## src/rtl/regfile_write_scheduler_if.sv

```systemverilog
// Write-port bundle between the writeback requesters, the scheduler and the register file.
// The slave view belongs to the scheduler; the master view belongs to whoever drives requests.
interface regfile_write_scheduler_if #(
  parameter int DATA_WIDTH = 32,
  parameter int ADDR_WIDTH = 5
);
  logic                  ClearReq;
  logic                  Req0;
  logic                  Req1;
  logic [ADDR_WIDTH-1:0] WReg0;
  logic [ADDR_WIDTH-1:0] WReg1;
  logic [DATA_WIDTH-1:0] WData0;
  logic [DATA_WIDTH-1:0] WData1;
  logic                  Grant0;
  logic                  Grant1;
  logic                  RegWrite;
  logic [ADDR_WIDTH-1:0] WriteRegNo;
  logic [DATA_WIDTH-1:0] WriteData;
  logic                  Busy;
  logic                  ClearDone;

  modport master (
    output ClearReq, Req0, Req1, WReg0, WReg1, WData0, WData1,
    input  Grant0, Grant1, RegWrite, WriteRegNo, WriteData, Busy, ClearDone
  );

  modport slave (
    input  ClearReq, Req0, Req1, WReg0, WReg1, WData0, WData1,
    output Grant0, Grant1, RegWrite, WriteRegNo, WriteData, Busy, ClearDone
  );
endinterface

```

## src/rtl/regfile_write_scheduler.sv

```systemverilog
// Owns the register file's single write port: zero sweep after reset or ClearReq,
// otherwise round-robin between the ALU (0) and load (1) writeback requesters.
module regfile_write_scheduler #(
  parameter int DATA_WIDTH   = 32,
  parameter int ADDR_WIDTH   = 5,
  parameter bit ZERO_PROTECT = 1'b1
) (
  input  logic                     Clock,
  input  logic                     Reset,
  regfile_write_scheduler_if.slave bus
);

  typedef enum logic {
    CLEAR = 1'b0,
    RUN   = 1'b1
  } state_t;

  localparam logic [ADDR_WIDTH:0] CNT_END = {1'b1, {ADDR_WIDTH{1'b0}}};

  state_t                state, state_next;
  logic [ADDR_WIDTH:0]   cnt, cnt_next;
  logic                  last, last_next;

  logic                  grant0_q, grant0_next;
  logic                  grant1_q, grant1_next;
  logic                  reg_write_q, reg_write_next;
  logic [ADDR_WIDTH-1:0] reg_no_q, reg_no_next;
  logic [DATA_WIDTH-1:0] data_q, data_next;
  logic                  busy_q, busy_next;
  logic                  done_q, done_next;

  logic                  sweep_done;
  logic                  elig0, elig1;
  logic                  win_valid;
  logic                  winner;
  logic [ADDR_WIDTH-1:0] win_reg;
  logic [DATA_WIDTH-1:0] win_data;

  assign sweep_done = (cnt == CNT_END);

  // A requester whose Grant is showing is still dropping Req; it must not be consumed twice.
  assign elig0     = bus.Req0 & ~grant0_q;
  assign elig1     = bus.Req1 & ~grant1_q;
  assign win_valid = elig0 | elig1;
  assign winner    = (elig0 & elig1) ? ~last : elig1;
  assign win_reg   = winner ? bus.WReg1  : bus.WReg0;
  assign win_data  = winner ? bus.WData1 : bus.WData0;

  // State register: every output is registered so the port is stable for a full cycle.
  always_ff @(posedge Clock) begin
    // NOTE: non-blocking assignments keep all registers sampling pre-edge values together.
    if (Reset) begin
      state       <= CLEAR;
      cnt         <= '0;
      last        <= 1'b1;
      grant0_q    <= 1'b0;
      grant1_q    <= 1'b0;
      reg_write_q <= 1'b0;
      reg_no_q    <= '0;
      data_q      <= '0;
      busy_q      <= 1'b1;
      done_q      <= 1'b0;
    end else begin
      state       <= state_next;
      cnt         <= cnt_next;
      last        <= last_next;
      grant0_q    <= grant0_next;
      grant1_q    <= grant1_next;
      reg_write_q <= reg_write_next;
      reg_no_q    <= reg_no_next;
      data_q      <= data_next;
      busy_q      <= busy_next;
      done_q      <= done_next;
    end
  end

  // Next-state logic.
  always_comb begin
    state_next = state;
    case (state)
      CLEAR:   if (sweep_done) state_next = RUN;
      RUN:     if (bus.ClearReq) state_next = CLEAR;
      default: state_next = CLEAR;
    endcase
  end

  // Output and datapath logic, evaluated one cycle ahead of the registered outputs.
  always_comb begin
    // NOTE: every target gets a default first so no path through this block infers a latch.
    cnt_next       = cnt;
    last_next      = last;
    grant0_next    = 1'b0;
    grant1_next    = 1'b0;
    reg_write_next = 1'b0;
    reg_no_next    = reg_no_q;
    data_next      = data_q;
    busy_next      = busy_q;
    done_next      = 1'b0;

    case (state)
      CLEAR: begin
        if (!sweep_done) begin
          reg_write_next = 1'b1;
          reg_no_next    = cnt[ADDR_WIDTH-1:0];
          data_next      = '0;
          cnt_next       = cnt + 1'b1;
          busy_next      = 1'b1;
        end else begin
          busy_next = 1'b0;
          done_next = 1'b1;
        end
      end
      RUN: begin
        if (bus.ClearReq) begin
          cnt_next  = '0;
          busy_next = 1'b1;
        end else if (win_valid) begin
          grant0_next    = ~winner;
          grant1_next    = winner;
          last_next      = winner;
          reg_no_next    = win_reg;
          data_next      = win_data;
          // Writes to register 0 are consumed but suppressed when protection is on.
          reg_write_next = !(ZERO_PROTECT && (win_reg == '0));
        end
      end
      default: begin
        cnt_next = '0;
      end
    endcase
  end

  assign bus.Grant0     = grant0_q;
  assign bus.Grant1     = grant1_q;
  assign bus.RegWrite   = reg_write_q;
  assign bus.WriteRegNo = reg_no_q;
  assign bus.WriteData  = data_q;
  assign bus.Busy       = busy_q;
  assign bus.ClearDone  = done_q;

endmodule

```

## src/flat_wrapper.sv

```systemverilog
// flat-port wrapper written by rule: the top's interface ports become plain ports
module regfile_write_scheduler_flat 
#(
  parameter int DATA_WIDTH   = 32,
  parameter int ADDR_WIDTH   = 5,
  parameter bit ZERO_PROTECT = 1'b1
)
  (Clock, Reset, bus_ClearReq, bus_Req0, bus_Req1, bus_WReg0, bus_WReg1, bus_WData0, bus_WData1, bus_Grant0, bus_Grant1, bus_RegWrite, bus_WriteRegNo, bus_WriteData, bus_Busy, bus_ClearDone);
  regfile_write_scheduler_if #(.DATA_WIDTH(DATA_WIDTH), .ADDR_WIDTH(ADDR_WIDTH)) bus_i ();
  input  logic Clock;
  input  logic Reset;
  input wire logic [$bits(bus_i.ClearReq)-1:0] bus_ClearReq;
  input wire logic [$bits(bus_i.Req0)-1:0] bus_Req0;
  input wire logic [$bits(bus_i.Req1)-1:0] bus_Req1;
  input wire logic [$bits(bus_i.WReg0)-1:0] bus_WReg0;
  input wire logic [$bits(bus_i.WReg1)-1:0] bus_WReg1;
  input wire logic [$bits(bus_i.WData0)-1:0] bus_WData0;
  input wire logic [$bits(bus_i.WData1)-1:0] bus_WData1;
  output wire logic [$bits(bus_i.Grant0)-1:0] bus_Grant0;
  output wire logic [$bits(bus_i.Grant1)-1:0] bus_Grant1;
  output wire logic [$bits(bus_i.RegWrite)-1:0] bus_RegWrite;
  output wire logic [$bits(bus_i.WriteRegNo)-1:0] bus_WriteRegNo;
  output wire logic [$bits(bus_i.WriteData)-1:0] bus_WriteData;
  output wire logic [$bits(bus_i.Busy)-1:0] bus_Busy;
  output wire logic [$bits(bus_i.ClearDone)-1:0] bus_ClearDone;
  assign bus_i.ClearReq = bus_ClearReq;
  assign bus_i.Req0 = bus_Req0;
  assign bus_i.Req1 = bus_Req1;
  assign bus_i.WReg0 = bus_WReg0;
  assign bus_i.WReg1 = bus_WReg1;
  assign bus_i.WData0 = bus_WData0;
  assign bus_i.WData1 = bus_WData1;
  assign bus_Grant0 = bus_i.Grant0;
  assign bus_Grant1 = bus_i.Grant1;
  assign bus_RegWrite = bus_i.RegWrite;
  assign bus_WriteRegNo = bus_i.WriteRegNo;
  assign bus_WriteData = bus_i.WriteData;
  assign bus_Busy = bus_i.Busy;
  assign bus_ClearDone = bus_i.ClearDone;
  regfile_write_scheduler #(.DATA_WIDTH(DATA_WIDTH), .ADDR_WIDTH(ADDR_WIDTH), .ZERO_PROTECT(ZERO_PROTECT)) u_core (.Clock(Clock), .Reset(Reset), .bus(bus_i));
endmodule
```

## config.mk

```make
export PLATFORM = sky130hd
export DESIGN_NAME = regfile_write_scheduler_flat
export DESIGN_NICKNAME = d
export VERILOG_FILES = /design/src/rtl/regfile_write_scheduler_if.sv /design/src/rtl/regfile_write_scheduler.sv /design/src/flat_wrapper.sv
export SDC_FILE = /design/constraint.sdc
export NUM_CORES = 1
export LEC_CHECK = 0
export CAP_MARGIN = 40
export CORE_MARGIN = 3
export CORE_UTILIZATION = 45
export CTS_CLUSTER_DIAMETER = 30
export DETAILED_ROUTE_END_ITERATION = 16
export HOLD_SLACK_MARGIN = 0.06
export PLACE_DENSITY = 0.86
export SYNTH_ARGS = -nofsm -noshare
export SYNTH_HDL_FRONTEND = slang
export SYNTH_SLANG_ARGS = --single-unit
```

## constraint.sdc

```tcl
create_clock -name Clock -period 2.6 [get_ports Clock]
set_input_delay 0.65 -clock Clock [delete_from_list [all_inputs] [get_ports Clock]]
set_output_delay 0.65 -clock Clock [all_outputs]
set_load 0.01 [all_outputs]
```

==> results.yml, run 1 <==
worst_setup_path:
  worstSetupPathType: "input pin to flop"
  arrival_ns: 2.32
  worstSetupStartpointType: "input pin"
  worstPathRequired_ns: 2.83
  cp_slowest_stage_delay_ns: 0.53
  crit_chain: "clkdlybuf4s50_1, nor2b_2, o21ai_4, buf_4, nand3_1, a21oi_1"
  cpMaxStageDelayCell: "o21ai_4"
  worst-path-max-fanout: 22
  cp-end-kind: "flop"
synthesis:
  syn-cell-area_um2: 2620
  synth.most_common_cell: "nand3_1"
  yosysSeqAreaShare_pct: 38.3
  synth_top_area_share_pct: 38.3
  synth_cell_types: 43
  yosys_warnings: 0
  synthTopCellsByArea: "dfxtp_1 (38%), nand3_1 (14%), a21o_1 (9.2%)"
  synth_edf_count: 0
  syn_avg_cell_area_um2: 8.05
  synth_largest_area_cell: "dfxtp_1"
  synth_nets: 406
  synth-seq-cells: 50
  synth.top_cells.by_count: "nand3_1 (73), dfxtp_1 (50), a21oi_1 (38)"
  ys_async_sr_fraction_pct: 0
  synthFlopType: "dfxtp_1"
  synth_cells: 325
global_routing:
  grt_pass1_wl_mm: 12.6
  grt_usage_pct: 23.7
  grt_overflow: 0
  grt_max_degree: 30
  antenna_found_initial: 0
  grt_pass1_vias: 2672
power:
  p_leak_nw: 1.31
  internal_power_mw: 1.13
  power_frac_comb_pct: 16.6
  ir_drop_mv: 0.330
  pwr-share-clk_pct: 31.4
  swShare_pct: 24.6
  p_per_area_nw_per_um2: 381
  p_switching_uw: 369
  p_seq_share_pct: 52.0
timing:
  tightest_slew_ns: 0.630
  drv_slew: 0
  period_share_pct: 80.3
  rsz0062_at_grt: "no"
  hold_viol: 0
  max_slew_margin_pct: 57.9
  layout_setup_ws_ns: 0.512
  setup_viol: 0
  fin_worst_skew_ns: 0.00465
  min_period_ns: 2.09
  max_freq_mhz: 479
  tns_ns: 0
min_path:
  hold_class: "flop to flop"
layout:
  drive_above_1_share_pct: 5.81
  diodes: 0
  fin_nets: 510
  area_growth_pct: 50.5
die:
  rows: 27
  core_area_um2: 5570
  pin_count: 121
  die-width_um: 82.3
  initial_core_util_pct: 46.9
  die_h_um: 82.3
  fp.dieArea_um2: 6770
detailed_routing:
  ant_nets: 0
  drt_iter0_markers: 250
  dr_total_vias: 2916
  via_per_inst: 5.81
  routedWlPerCell_um: 16.6
  dr.pass1.iters: 5
  wl_mm: 8.35
  drc: 0
cts:
  ctsLongestPathBuffers: 2
  numCtsBuffers: 5
  h-tree-depth: 2
  cts.sinks: 50
  post_cts_buffers: 0
  clock_tree.root_cell: "clkbuf_8"
  path_clk_slew_ns: 0.09
  clock_latency_ns: 0.30
  ctsResizeCount: 0
  ctsHoldBuffers: 0
  cts_tree: "yes"
place:
  port_buffers: 120
  pre_cts_ws_ns: 0.214
  hpwl_mm: 6.01
  place_congestion: 0.911
status:
  status: "finished clean"
flow_run:
  drv_cap: 0
==> worst paths after layout <==
check             startpoint                       end  slack [ns]  cells after the start
max reg2reg     u_core.state  u_core.bus.WriteData[19]        0.67                      5
max                 bus_Req1  u_core.bus.WriteData[19]        0.51                      6
min reg2reg  u_core.bus.Busy           u_core.bus.Busy        0.46                      2
min          u_core.bus.Busy           u_core.bus.Busy        0.46                      2
==> layer usage <==
layer  track usage, %  vias to the layer above  part of all wire (%)  wire, µm
met2             40.1                      137                    50      4140
li1                 -                     1403                     -         -
met4             4.65                        0                  0.52        43
met1             30.5                     1365                    40      3370
met3             5.97                       11                   9.6       797
met5                0                        -                     0         0
==> critical path, delay by kind of cell <==
kind | cells | cell delay [ns]
AO/OA/AOI/OAI | 2 | 0.68
buffers and inverters | 2 | 0.70
AND/OR/NAND/NOR | 2 | 0.27
==> sequential cells by signal, summed over array words and instances, names as in the netlist <==
register	flops
u_core.bus.WriteData	32
u_core.cnt	6
u_core.bus.WriteRegNo	5
u_core.bus.Busy	1
u_core.bus.ClearDone	1
u_core.bus.Grant0	1
u_core.bus.Grant1	1
u_core.bus.RegWrite	1
u_core.last	1
u_core.state	1
==> logic make-up after synthesis <==
| kind of cell | synth area share (%) |
|---|---|
| compound gates | 31.6 |
| flops | 38.3 |
| buf+inv | 7.70 |
| fa+ha+maj | 0.956 |
| simple gates | 20.8 |
| xor+xnor | 0.670 |
==> layout by cell type (no fill, tap or decap), types with 2 or more instances in the layout <==
master,instances
a21oi_1,38
nor2_1,4
nand2_1,6
inv_1,3
a21o_1,32
o21ai_0,33
nand3_1,73
o211ai_1,5
a41oi_1,3
o32a_1,2
dfxtp_1,50
clkbuf_8,6
xnor2_1,2
ha_1,2
a22o_1,7
nor3_1,3
buf_4,9
clkdlybuf4s50_1,119
buf_12,3
nor2b_1,4
==> area by class of cell <==
type | count | area [µm²]
inverter | 3 | 11.3
clock inverter | 2 | 12.5
clock buffer | 6 | 82.6
tap | 72 | 90.1
fill | 457 | 1640
sequential | 50 | 1000
multi-input combinational | 237 | 1420
timing repair buffer | 132 | 1320
==> power by group through the flow <==
stage	clock network [mW]	logic (mW)	registers, mW
2_1_floorplan	0	0.0895	0.799
4_1_cts	0.476	0.247	0.780
3_3_place_gp	0	0.243	0.798
3_5_place_dp	0	0.244	0.798
6_report	0.471	0.249	0.781
5_1_grt	0.511	0.266	0.782
==> stage by stage <==
step	utilization (%)	hold WS [ns]	total power, mW	std cells	area [µm²]
after floorplan	-	0.451	0.888	325	2620
after global placement	68.9	0.437	1.04	494	3840
after detailed placement	68.9	0.441	1.04	494	3840
after CTS	70.6	0.459	1.50	502	3940
after global routing	70.6	0.484	1.56	502	3940
final	70.6	0.455	1.50	502	3940
(Power assumes the default switching activity.)
==> run 2: changes to the inputs <==
Settings changed: CORE_UTILIZATION 45 to 42, PLACE_DENSITY 0.86 to 0.81.
Clock period 2.6 ns to 2.1 ns, I/O delays scaled along.
==> run 2 against run 1 <==
Against the previous run: core utilization decreased by 4.1 points; highest routed layer unchanged; die area increased by 6.6%; routed wire length decreased by 1.3%; critical path depth decreased by 1; cell count increased by 2.0%; worst setup slack got worse by 0.25 ns; clock skew increased by 0.0021 ns; clock-buffer cell count unchanged; global-route usage decreased by 1.4 points; sequential power increased by 24%; combinational power increased by 26%; clock power increased by 43%.
==> results.yml, run 2 (same netlist as run 1, synthesis figures left out) <==
min_path:
  min_path_cells: 2
  hold_class: "flop to flop"
detailed_routing:
  dr.pass1.iters: 4
  wl_mm: 8.24
  ant_nets: 0
  via_per_inst: 5.63
  drt_iter0_markers: 147
  drc: 0
  dr_total_vias: 2881
  routedWlPerCell_um: 16.1
worst_setup_path:
  cp_slowest_stage_delay_ns: 0.53
  worstSetupPathType: "input pin to flop"
  critPathBufInv: 1
  crit_family: "simple AND/OR/NAND/NOR gates"
  r2r-start: "u_core.cnt[0]"
  worstSetupStartpointType: "input pin"
  reg2reg_slack_ns: 0.31
  cp-end-kind: "flop"
  worst-path-max-fanout: 2
  rr_worst_depth: 5
  cpMaxStageDelayCell: "or4_1"
  worstSetupStartpoint: "bus_WReg1[2]"
  worstPathRequired_ns: 2.28
  endpoint: "u_core.bus.RegWrite"
  arrival_ns: 2.02
  path_depth: 5
  worstReg2RegEnd: "u_core.cnt[2]"
  crit_chain: "clkdlybuf4s50_1, or4_1, nor4_1, a311o_1, a21oi_1"
timing:
  hold_viol: 0
  min_period_ns: 1.84
  setup_viol: 0
  fin_worst_skew_ns: 0.00677
  rsz0062_at_grt: "no"
  drv_slew: 0
  period_share_pct: 87.4
  max_freq_mhz: 545
  tightest_slew_ns: 0.469
  max_slew_margin_pct: 68.7
die:
  rows: 28
  die_h_um: 84.9
  die-width_um: 84.9
  initial_core_util_pct: 43.7
  core_area_um2: 5990
  fp.dieArea_um2: 7210
  pin_count: 121
global_routing:
  grt_pass1_vias: 2733
  grt_max_degree: 40
  grt_overflow: 0
  antenna_found_initial: 0
  grt_usage_pct: 22.3
  grt_pass1_wl_mm: 13.3
power:
  p_leak_nw: 1.34
  p_per_area_nw_per_um2: 490
  ir_drop_mv: 0.319
cts:
  cts.sinks: 50
  post_cts_buffers: 0
  path_clk_slew_ns: 0.09
  cts_tree: "yes"
  numCtsBuffers: 5
  ctsLongestPathBuffers: 2
  clock_latency_ns: 0.31
  h-tree-depth: 2
  clock_tree.root_cell: "clkbuf_8"
  ctsHoldBuffers: 0
layout:
  utilization_pct: 66.5
  diodes: 0
  final_common_cell: "clkdlybuf4s50_1"
  final_cell_area_um2: 3990
  largest_reg_flops: 32
  area_growth_pct: 52.3
  drive_above_1_share_pct: 7.32
  layout_common_cells: "clkdlybuf4s50_1 (119), nand3_1 (73), dfxtp_1 (50), a21oi_1 (38), o21ai_0 (33)"
  fin_nets: 517
flow_run:
  drv_cap: 0
place:
  dpl_cell_area_um2: 3870
  hpwl_mm: 5.90
  port_buffers: 120
  place_congestion: 0.881
status:
  status: "finished clean"
[run 2: cell count changes in the layout (fill, tap and decap cells not counted), sizes merged]
| cell | delta |
|---|---|
| buf | +7 |
| bufinv | +1 |
| clkinv | -1 |
[run 2: tightest hold or removal path: stages (launching register included)]
cell and delay (ns):
dfxtp_1 0.32, nand2_1 0.05, nand2_1 0.04
[run 2: worst min path at each step]
stage                          from               to  slack [ns]
CTS                 u_core.bus.Busy  u_core.bus.Busy        0.46
detailed placement  u_core.bus.Busy  u_core.bus.Busy        0.44
global route        u_core.bus.Busy  u_core.bus.Busy        0.48
global placement    u_core.bus.Busy  u_core.bus.Busy        0.44
floorplan               u_core.last      u_core.last        0.45
finish              u_core.bus.Busy  u_core.bus.Busy        0.45
[run 2: where the power goes]
group          switching (mW)  internal, mW  leakage (nW)  total, mW
Combinational           0.128         0.185         0.888      0.313
Clock                   0.319         0.356        0.0514      0.675
Sequential            0.00949         0.956         0.404      0.966
Total                   0.457          1.50          1.34       1.95
[run 2: through the flow]
stage / setup slack, ns / hold WS [ns] / instances / total power, mW / TNS (ns)
floorplan: 0.524 / 0.451 / 325 / 1.10 / 0
global placement: 0.0274 / 0.439 / 504 / 1.29 / 0
detailed placement: -0.0265 / 0.442 / 504 / 1.30 / -0.0594
CTS: 0.0346 / 0.459 / 512 / 1.97 / 0
global route: 0.153 / 0.477 / 512 / 2.04 / 0
finish: 0.264 / 0.454 / 512 / 1.95 / 0
[run 2: cell type report]
class	count	area, µm²
sequential	50	1000
clock inverter	2	37.5
timing repair buffer	139	1340
multi-input combinational	237	1430
clock buffer	6	72.6
tap	75	93.8
inverter	3	11.3
fill	491	2010
[run 2: repair_timing]
action,CTS,global route
hold endpoints to repair,0,0
resized for setup,0,1
setup endpoints to repair,0,11
[run 2: per-layer routing]
metal,GRT usage [%],share of wire (%),vias up
met2,36.6,48,108
met1,29.0,44,1339
met4,7.05,2.0,0
li1,-,-,1416
met3,5.34,6.8,18
met5,0,0,-
